==> src/rtl/overlay_sequencer.sv <==
// rtl/overlay_sequencer.sv - frame-synchronous display mode and judgment overlay sequencer
//
// Drives the select and overlay controls of the pixel output mux. Display mode
// advances on a button pulse; a judgment result is shown solid, then blinks,
// then turns off. Every output change lands on a frame boundary so no frame is
// torn.
//
// Ports:
//   clk_in               pixel clock
//   rst_n_in             asynchronous active-low reset (released synchronously)
//   new_frame_in         one-cycle pulse at the start of each frame
//   mode_btn_in          one-cycle debounced pulse, advance display mode
//   judgment_valid_in    one-cycle pulse, a judgment result is ready
//   judgment_correct_in  judgment result, sampled with judgment_valid_in
//   bg_out               background select (1 = threshold view)
//   target_out           overlay enable (mode bit OR active judgment)
//   judgment_out         frame-level judgment enable
//   judgment_correct_out latched result of the active judgment
//   mode_out             applied display mode
module overlay_sequencer #(
  parameter int SHOW_FRAMES   = 60,
  parameter int BLINK_FRAMES  = 8,
  parameter int BLINK_TOGGLES = 6
) (
  input  logic       clk_in,
  input  logic       rst_n_in,
  input  logic       new_frame_in,
  input  logic       mode_btn_in,
  input  logic       judgment_valid_in,
  input  logic       judgment_correct_in,
  output logic       bg_out,
  output logic       target_out,
  output logic       judgment_out,
  output logic       judgment_correct_out,
  output logic [1:0] mode_out
);

  // frame_cnt must reach SHOW_FRAMES-1 and BLINK_FRAMES-1; tog_cnt never has
  // to hold BLINK_TOGGLES itself because the last toggle exits to IDLE.
  localparam int FC_MAX   = (SHOW_FRAMES > BLINK_FRAMES) ? SHOW_FRAMES : BLINK_FRAMES;
  localparam int FC_W     = (FC_MAX > 2) ? $clog2(FC_MAX) : 1;
  localparam int TOG_W    = (BLINK_TOGGLES > 2) ? $clog2(BLINK_TOGGLES) : 1;
  localparam int TOG_LAST_I = (BLINK_TOGGLES > 0) ? BLINK_TOGGLES - 1 : 0;

  localparam logic [FC_W-1:0]  SHOW_LAST  = FC_W'(SHOW_FRAMES - 1);
  localparam logic [FC_W-1:0]  BLINK_LAST = FC_W'(BLINK_FRAMES - 1);
  localparam logic [FC_W-1:0]  FC_ONE     = FC_W'(1);
  localparam logic [TOG_W-1:0] TOG_LAST   = TOG_W'(TOG_LAST_I);
  localparam logic [TOG_W-1:0] TOG_ONE    = TOG_W'(1);

  localparam logic [1:0] ST_IDLE  = 2'd0;
  localparam logic [1:0] ST_SHOW  = 2'd1;
  localparam logic [1:0] ST_BLINK = 2'd2;

  // Reset asserts immediately but releases two clocks later, aligned to clk_in.
  logic [1:0] rst_sync;
  logic       rst_n;

  always_ff @(posedge clk_in or negedge rst_n_in) begin
    if (!rst_n_in) begin
      rst_sync <= 2'b00;
    end else begin
      rst_sync <= {rst_sync[0], 1'b1};
    end
  end

  assign rst_n = rst_sync[1];

  logic [1:0]       pend_mode;
  logic             pend_flag;
  logic             pend_result;
  logic [1:0]       state;
  logic [FC_W-1:0]  frame_cnt;
  logic [TOG_W-1:0] tog_cnt;

  logic [1:0]       pend_mode_nxt;
  logic             pflag_eff;
  logic             pres_eff;
  logic [1:0]       state_nxt;
  logic [FC_W-1:0]  fc_nxt;
  logic [TOG_W-1:0] tog_nxt;
  logic             corr_nxt;
  logic             judg_nxt;

  // Effective pending values fold in a request arriving in the boundary cycle
  // itself, so that request is consumed at that same boundary.
  always_comb begin
    pend_mode_nxt = mode_btn_in ? (pend_mode + 2'd1) : pend_mode;
    pflag_eff     = pend_flag | judgment_valid_in;
    pres_eff      = judgment_valid_in ? judgment_correct_in : pend_result;

    state_nxt = state;
    fc_nxt    = frame_cnt;
    tog_nxt   = tog_cnt;
    corr_nxt  = judgment_correct_out;

    case (state)
      ST_IDLE: begin
        if (pflag_eff) begin
          state_nxt = ST_SHOW;
          fc_nxt    = '0;
          tog_nxt   = '0;
          corr_nxt  = pres_eff;
        end
      end
      ST_SHOW: begin
        if (pflag_eff) begin
          fc_nxt   = '0;
          tog_nxt  = '0;
          corr_nxt = pres_eff;
        end else if (frame_cnt == SHOW_LAST) begin
          state_nxt = (BLINK_TOGGLES == 0) ? ST_IDLE : ST_BLINK;
          fc_nxt    = '0;
          tog_nxt   = '0;
        end else begin
          fc_nxt = frame_cnt + FC_ONE;
        end
      end
      ST_BLINK: begin
        if (pflag_eff) begin
          state_nxt = ST_SHOW;
          fc_nxt    = '0;
          tog_nxt   = '0;
          corr_nxt  = pres_eff;
        end else if (frame_cnt == BLINK_LAST) begin
          fc_nxt = '0;
          if (tog_cnt == TOG_LAST) begin
            state_nxt = ST_IDLE;
            tog_nxt   = '0;
          end else begin
            tog_nxt = tog_cnt + TOG_ONE;
          end
        end else begin
          fc_nxt = frame_cnt + FC_ONE;
        end
      end
      default: begin
        state_nxt = ST_IDLE;
        fc_nxt    = '0;
        tog_nxt   = '0;
      end
    endcase

    // Blink starts dark: even half-periods off, odd half-periods on.
    judg_nxt = (state_nxt == ST_SHOW) | ((state_nxt == ST_BLINK) & tog_nxt[0]);
  end

  always_ff @(posedge clk_in or negedge rst_n) begin
    if (!rst_n) begin
      pend_mode            <= 2'd0;
      pend_flag            <= 1'b0;
      pend_result          <= 1'b0;
      state                <= ST_IDLE;
      frame_cnt            <= '0;
      tog_cnt              <= '0;
      mode_out             <= 2'd0;
      bg_out               <= 1'b0;
      target_out           <= 1'b0;
      judgment_out         <= 1'b0;
      judgment_correct_out <= 1'b0;
    end else begin
      pend_mode   <= pend_mode_nxt;
      pend_result <= pres_eff;
      if (new_frame_in) begin
        pend_flag            <= 1'b0;
        state                <= state_nxt;
        frame_cnt            <= fc_nxt;
        tog_cnt              <= tog_nxt;
        mode_out             <= pend_mode_nxt;
        bg_out               <= pend_mode_nxt[1];
        target_out           <= pend_mode_nxt[0] | judg_nxt;
        judgment_out         <= judg_nxt;
        judgment_correct_out <= corr_nxt;
      end else begin
        pend_flag <= pflag_eff;
      end
    end
  end

endmodule

==> config.mk <==
export PLATFORM = sky130hd
export DESIGN_NAME = overlay_sequencer
export DESIGN_NICKNAME = d
export VERILOG_FILES = /design/src/rtl/overlay_sequencer.sv
export SDC_FILE = /design/constraint.sdc
export NUM_CORES = 1
export LEC_CHECK = 0
export ABC_AREA = 1
export BUFFER_PORTS_ARGS = -buffer_cell sky130_fd_sc_hd__buf_4
export CORE_UTILIZATION = 45
export CTS_CLUSTER_DIAMETER = 30
export DETAILED_ROUTE_END_ITERATION = 12
export GPL_TIMING_DRIVEN = 0
export PLACE_DENSITY_LB_ADDON = 0.2
export SYNTH_ARGS = -nofsm -noshare
export SYNTH_HDL_FRONTEND = slang
export SYNTH_SLANG_ARGS = --single-unit
export TNS_END_PERCENT = 5
==> constraint.sdc <==
create_clock -name clk_in -period 0.85 [get_ports clk_in]
set_input_delay 0.17 -clock clk_in [delete_from_list [all_inputs] [get_ports clk_in]]
set_output_delay 0.17 -clock clk_in [all_outputs]
set_load 0.005 [all_outputs]
======== After elaboration in Yosys (flattened, before gate mapping) ========
Index checks and enable logic that the tools add are counted.
storage, ports and cells
  bits in registers ....................... 23
  input bits .............................. 6
operators by class
  $add $sub $neg .......................... 3
  equal/unequal tests ..................... 10
  multiplexer cells ....................... 23
  bitwise logic cells ..................... 4
  reduce and logical (&&, ||, !) cells .... 5
operators with widths
  cell                                                                   count
  6-bit 2-to-1 mux                                                       5
  3-bit 2-to-1 mux                                                       6
  6-bit one-hot mux with 3 select lines                                  1
  2-bit 2-to-1 mux                                                       7
  3-bit one-hot mux with 3 select lines                                  1
  6-bit by 1-bit adder with 6-bit output, second input constant          1
  6-bit by 3-bit equality test with 1-bit output, second input constant  1
  6-bit equality test, second input constant                             1
  3-bit inequality test, second input constant                           2
  2-bit one-hot mux with 3 select lines                                  1
  2-bit by 1-bit equality test with 1-bit output, second input constant  2
  2-bit equality test, second input constant                             2
  4-bit AND reduction                                                    1
  3-bit by 1-bit adder with 3-bit output, second input constant          1
  3-bit equality test, second input constant                             1
  1-bit bitwise OR                                                       3
  3-bit AND reduction                                                    1
  3-bit OR reduction                                                     1
  2-bit by 1-bit adder with 2-bit output, second input constant          1
  2-bit zero test                                                        1
  1-bit 2-to-1 mux                                                       2
  2-bit inequality test, second input constant                           1
  2-bit AND reduction                                                    1
  1-bit bitwise AND                                                      1

======== Depth between registers and ports, before layout ========
  depth after elaboration ................. 9
  mapped depth ............................ 12
  mapped depth without buffers ............ 12

======== Worst setup path before layout ========
OpenSTA, ideal clock, no wires.
  path type ............................... flip-flop to flip-flop
  start ................................... register state[0]
  end ..................................... register frame_cnt[5]
  library setup time ...................... 0.120 ns
  arrival time ............................ 1.370 ns
  required time ........................... 0.730 ns
  setup slack ............................. -0.640 ns
  stages on the path, launching flop included .. 10
  period minus slack after synthesis ...... 1.490 ns
  path through ............................ dfrtp_1 > inv_1 > ha_1 > inv_1 > nor2_4 > nor2_4 > nand3b_1 > nor2_1 > nand2_1 > and3_1
between the ends
  longest elaborated chain between the ends .. 3
RTL lines
  element                                 line  source
  from (decl)                             72    logic [1:0] state;
  from (signal assigned)                  166   state <= state_nxt;
  2-bit zero test                         97    case (state)
  2-bit inequality test (no source line)  n/a
  2-bit AND reduction (no source line)    n/a
  to (signal assigned)                    167   frame_cnt <= fc_nxt;
  to (decl)                               73    logic [FC_W-1:0] frame_cnt;
Several ways; a longest one is shown, not always the timed one.
A chain may end at the register's enable or synchronous reset.

======== Final worst setup path ========
  start ................................... register frame_cnt[0]
  end ..................................... register judgment_out
between the ends
  longest elaborated chain between the ends .. 7
RTL lines
  element                                                                                       line      source
  6-bit by 3-bit equality test with 1-bit output / 6-bit equality test (equally long branches)  125, 111
  2-bit 2-to-1 mux (on tied branches)                                                           125, 111
  2-bit 2-to-1 mux (on tied branches)                                                           120, 107
  2-bit one-hot mux with 3 select lines                                                         97
  2-bit equality test                                                                           145       judg_nxt = (state_nxt == ST_SHOW) | ((state_nxt == ST_BLINK) & tog_nxt[0]);
  1-bit bitwise AND                                                                             145
  1-bit bitwise OR *                                                                            145
  to (signal assigned)                                                                          172       judgment_out <= judg_nxt;
  to (decl)                                                                                     33        output logic judgment_out,
Every way passes the cells marked *; elsewhere a longest branch is shown, timed or not. The select of a mux whose other input is x is not followed.

==> reports/qor.yml <==
outcome:
  status: "finished, violations left"
  violations: "negative setup slack"
timing:
  setup_viol: 21
  rsz0062_at_grt: "true"
  max_freq_mhz: 664
  fin_ws_ps: -656
  hold_viol: 0
  whs_ps: 53.4
  finalCritPeriodShare_pct: 177
  slew_violations: 0
  fin_crit_ps: 1510
  worst_clock_skew_ps: 1.86
pwr:
  switchingPower_w: 0.00105
  p_per_area_nw_per_um2: 1850
  swShare_pct: 33.6
  p_int_w: 0.00207
  combPwrFrac_pct: 39.5
  cellLeakagePower_nw: 0.798
  power_frac_clock_pct: 15.2
  sequentialPowerShare_pct: 45.3
  irDropWorstVdd_mv: 1.76
global_route:
  grt_pass1_vias: 990
  grt_max_degree: 21
  grt_pass1_wl_mm: 3.97
  grt-ovfl-total: 0
  grt_use_total_pct: 18.7
  antenna_found_initial: 0
logic_synthesis:
  synth_edf_count: 0
  synthFlopType: "dfrtp_1"
  syn-cell-area_um2: 1240
  syn_nets: 171
  syn_area_per_cell_um2: 7.78
  yosys_register_bits: 22
  async_flop_share_pct: 100
  synth_area_leaders: "dfrtp_1 (44%), nand2_1 (14%), ha_1 (6.1%), inv_1 (5.8%), nor2_1 (5.5%)"
  ys_seq_area_share_pct: 44.5
  yosys.area.top_type: "dfrtp_1"
  synth.most_common_cell: "nand2_1"
  synth_commonest_cells: "nand2_1 (46), dfrtp_1 (22), inv_1 (19)"
  synthCells: 159
  synthDistinctLibCells: 22
  yosysWarnings: 0
  synth_top_cell_area_share_pct: 44.5
clocking:
  clockRootBuffer: "clkbuf_4"
  tritoncts: "yes"
  cts_made_buffers: 3
  cts_buffer_depth: 2
  clk_latency_ps: 300
  h-tree-depth: 1
  clock-sinks: 22
  clk_pin_slew_ps: 120
finish:
  diodes: 0
  drive_gt1_share_pct: 37.6
  seqCellArea_um2: 554
  syn2layout_area_growth_pct: 36.2
  fill_cells: 214
  design_area_um2: 1690
  layout.nets: 203
  multi_input_area_um2: 727
worst_setup_path:
  critical_path_class: "reg -> reg"
  cp-start-kind: "flop"
  arrival_ps: 1720
  critPathMaxFanout: 4
  cp_data_required_time_ps: 1060
  cp-end-kind: "flop"
  r2r_slack_ps: -660
flow_run:
  drv_cap: 0
route:
  ant_nets: 0
  drt-vias-per-instance: 5.21
  met2_length_mm: 1.40
  wl_met3_um: 59
  totalWireLength_mm: 2.69
  top_layer_used: "met4"
  wl_per_cell_um: 12.3
  drtIter0Drc: 24
  drc: 0
  num_vias: 1141
  dr.pass1.iters: 4
  m1WireLength_mm: 1.20
floorplan:
  initial_utilization_pct: 48.6
  dieArea_um2: 2960
  rows: 18
  die_y_um: 54.4
  core_area_um2: 2540
  ios: 12
  die_x_um: 54.4
placement:
  routabilityCongestion: 0.864
  place.port_buffers: 11
  placed_cell_area_um2: 1380
  hpwl_mm: 1.74
worst_hold_path:
  min_path_type: "in -> reg"
## state kept, by name, summed over array words and instances, names as in the netlist
signal and count:
pend_mode 2, judgment_correct_out 1, frame_cnt 6, target_out 1, rst_sync 2, bg_out 1
pend_result 1, mode_out 1, pend_flag 1, judgment_out 1, tog_cnt 3, state 2
## power by group through the flow
stage          Clock, W  Sequential, W  Combinational [W]
2_1_floorplan         0        0.00138           0.000553
3_3_place_gp          0        0.00139           0.000832
3_5_place_dp          0        0.00141           0.000852
4_1_cts        0.000491        0.00140            0.00108
5_1_grt        0.000525        0.00144            0.00137
6_report       0.000474        0.00141            0.00123
## layer usage
metal,vias up,GRT usage (%)
met1,554,23.2
met4,0,7.69
met3,5,2.50
met5,-,0
li1,564,-
met2,18,32.3
## what timing repair did
item	CTS	global route
hold buffers	1	0
setup buffers	7	8
endpoints found under the hold margin	2	0
gates cloned	0	0
endpoints found under the setup margin	40	43
gates resized for setup	21	24
pin swaps	2	20
## kinds of logic after synthesis
group / count (synthesis) / synth area share [%]
and+or+nand+nor: 87 / 31.7
buffers and inverters: 22 / 7.79
DFF: 22 / 44.5
AOI/OAI and AO/OA: 18 / 7.48
adders and majority gates: 6 / 6.07
xor gates and xnor gates: 3 / 2.12
other: 1 / 0.303
## path summary, 6_finish.rpt
check / startpoint / to / cells after the start
max reg2reg: frame_cnt[0] / judgment_out / 12
max: frame_cnt[0] / judgment_out / 12
min in group asynchronous: rst_n_in / rst_sync[1] / 2
min reg2reg: rst_sync[1] / pend_mode[0] / 0
max in group asynchronous: rst_sync[1] / state[0] / 0
min: new_frame_in / pend_flag / 2
## cell type report
type                            instances  area share [%]
Multi-Input combinational cell        115            43.1
Sequential cell                        22            32.9
Timing Repair Buffer                   27            14.3
Inverter                               20            5.05
Tap cell                               30            2.23
Clock buffer                            3            1.34
Buffer                                  2            1.11
## critical path: stages (launching register included)
cell and delay (ps):
dfrtp_1 410, ha_4 180, nand2_2 70, nor2_4 150, nand2_2 90, nand2_4 100, nand2_4 60, nor2_4 80
nor2_2 50, nand2_1 50, nand2_1 50, nand2_1 70, nand2_1 50
## placed cells by master (no fill, tap or decap)
| master | n |
|---|---|
| nand2_1 | 40 |
| buf_4 | 20 |
| dfrtp_1 | 19 |
| inv_1 | 13 |
| nor2_1 | 12 |
| nor2_4 | 7 |
| buf_6 | 7 |
| nor2_2 | 6 |
| nand3_1 | 6 |
| a21oi_1 | 6 |
| nand2_2 | 5 |
| o21ai_1 | 5 |
| inv_4 | 4 |
| o21ai_0 | 4 |
| ha_4 | 4 |
| inv_2 | 3 |
| clkbuf_4 | 3 |
| dfrtp_2 | 3 |
| xor2_1 | 2 |
| nand4_1 | 2 |
| nand3_2 | 2 |
| nand2_4 | 2 |
| nor3_2 | 2 |
| a31oi_1 | 2 |
| and3_1 | 2 |
| ha_1 | 2 |
| xnor2_2 | 1 |
| a21oi_2 | 1 |
| nand3b_1 | 1 |
| dlygate4sd3_1 | 1 |
| buf_12 | 1 |
| conb_1 | 1 |
## stage by stage
step                worst slack [ps]  utilization [%]  power, W  instances  TNS, ps
floorplan                       -570                -   0.00194        159    -6470
global placement                -709             54.1   0.00222        200    -8790
detailed placement              -732             54.1   0.00226        200   -10160
CTS                             -651             60.5   0.00297        211    -9960
global route                    -800             66.2   0.00334        219   -11170
finish                          -656             66.2   0.00312        219    -9350
No activity file was read; power rests on OpenSTA's default activity.
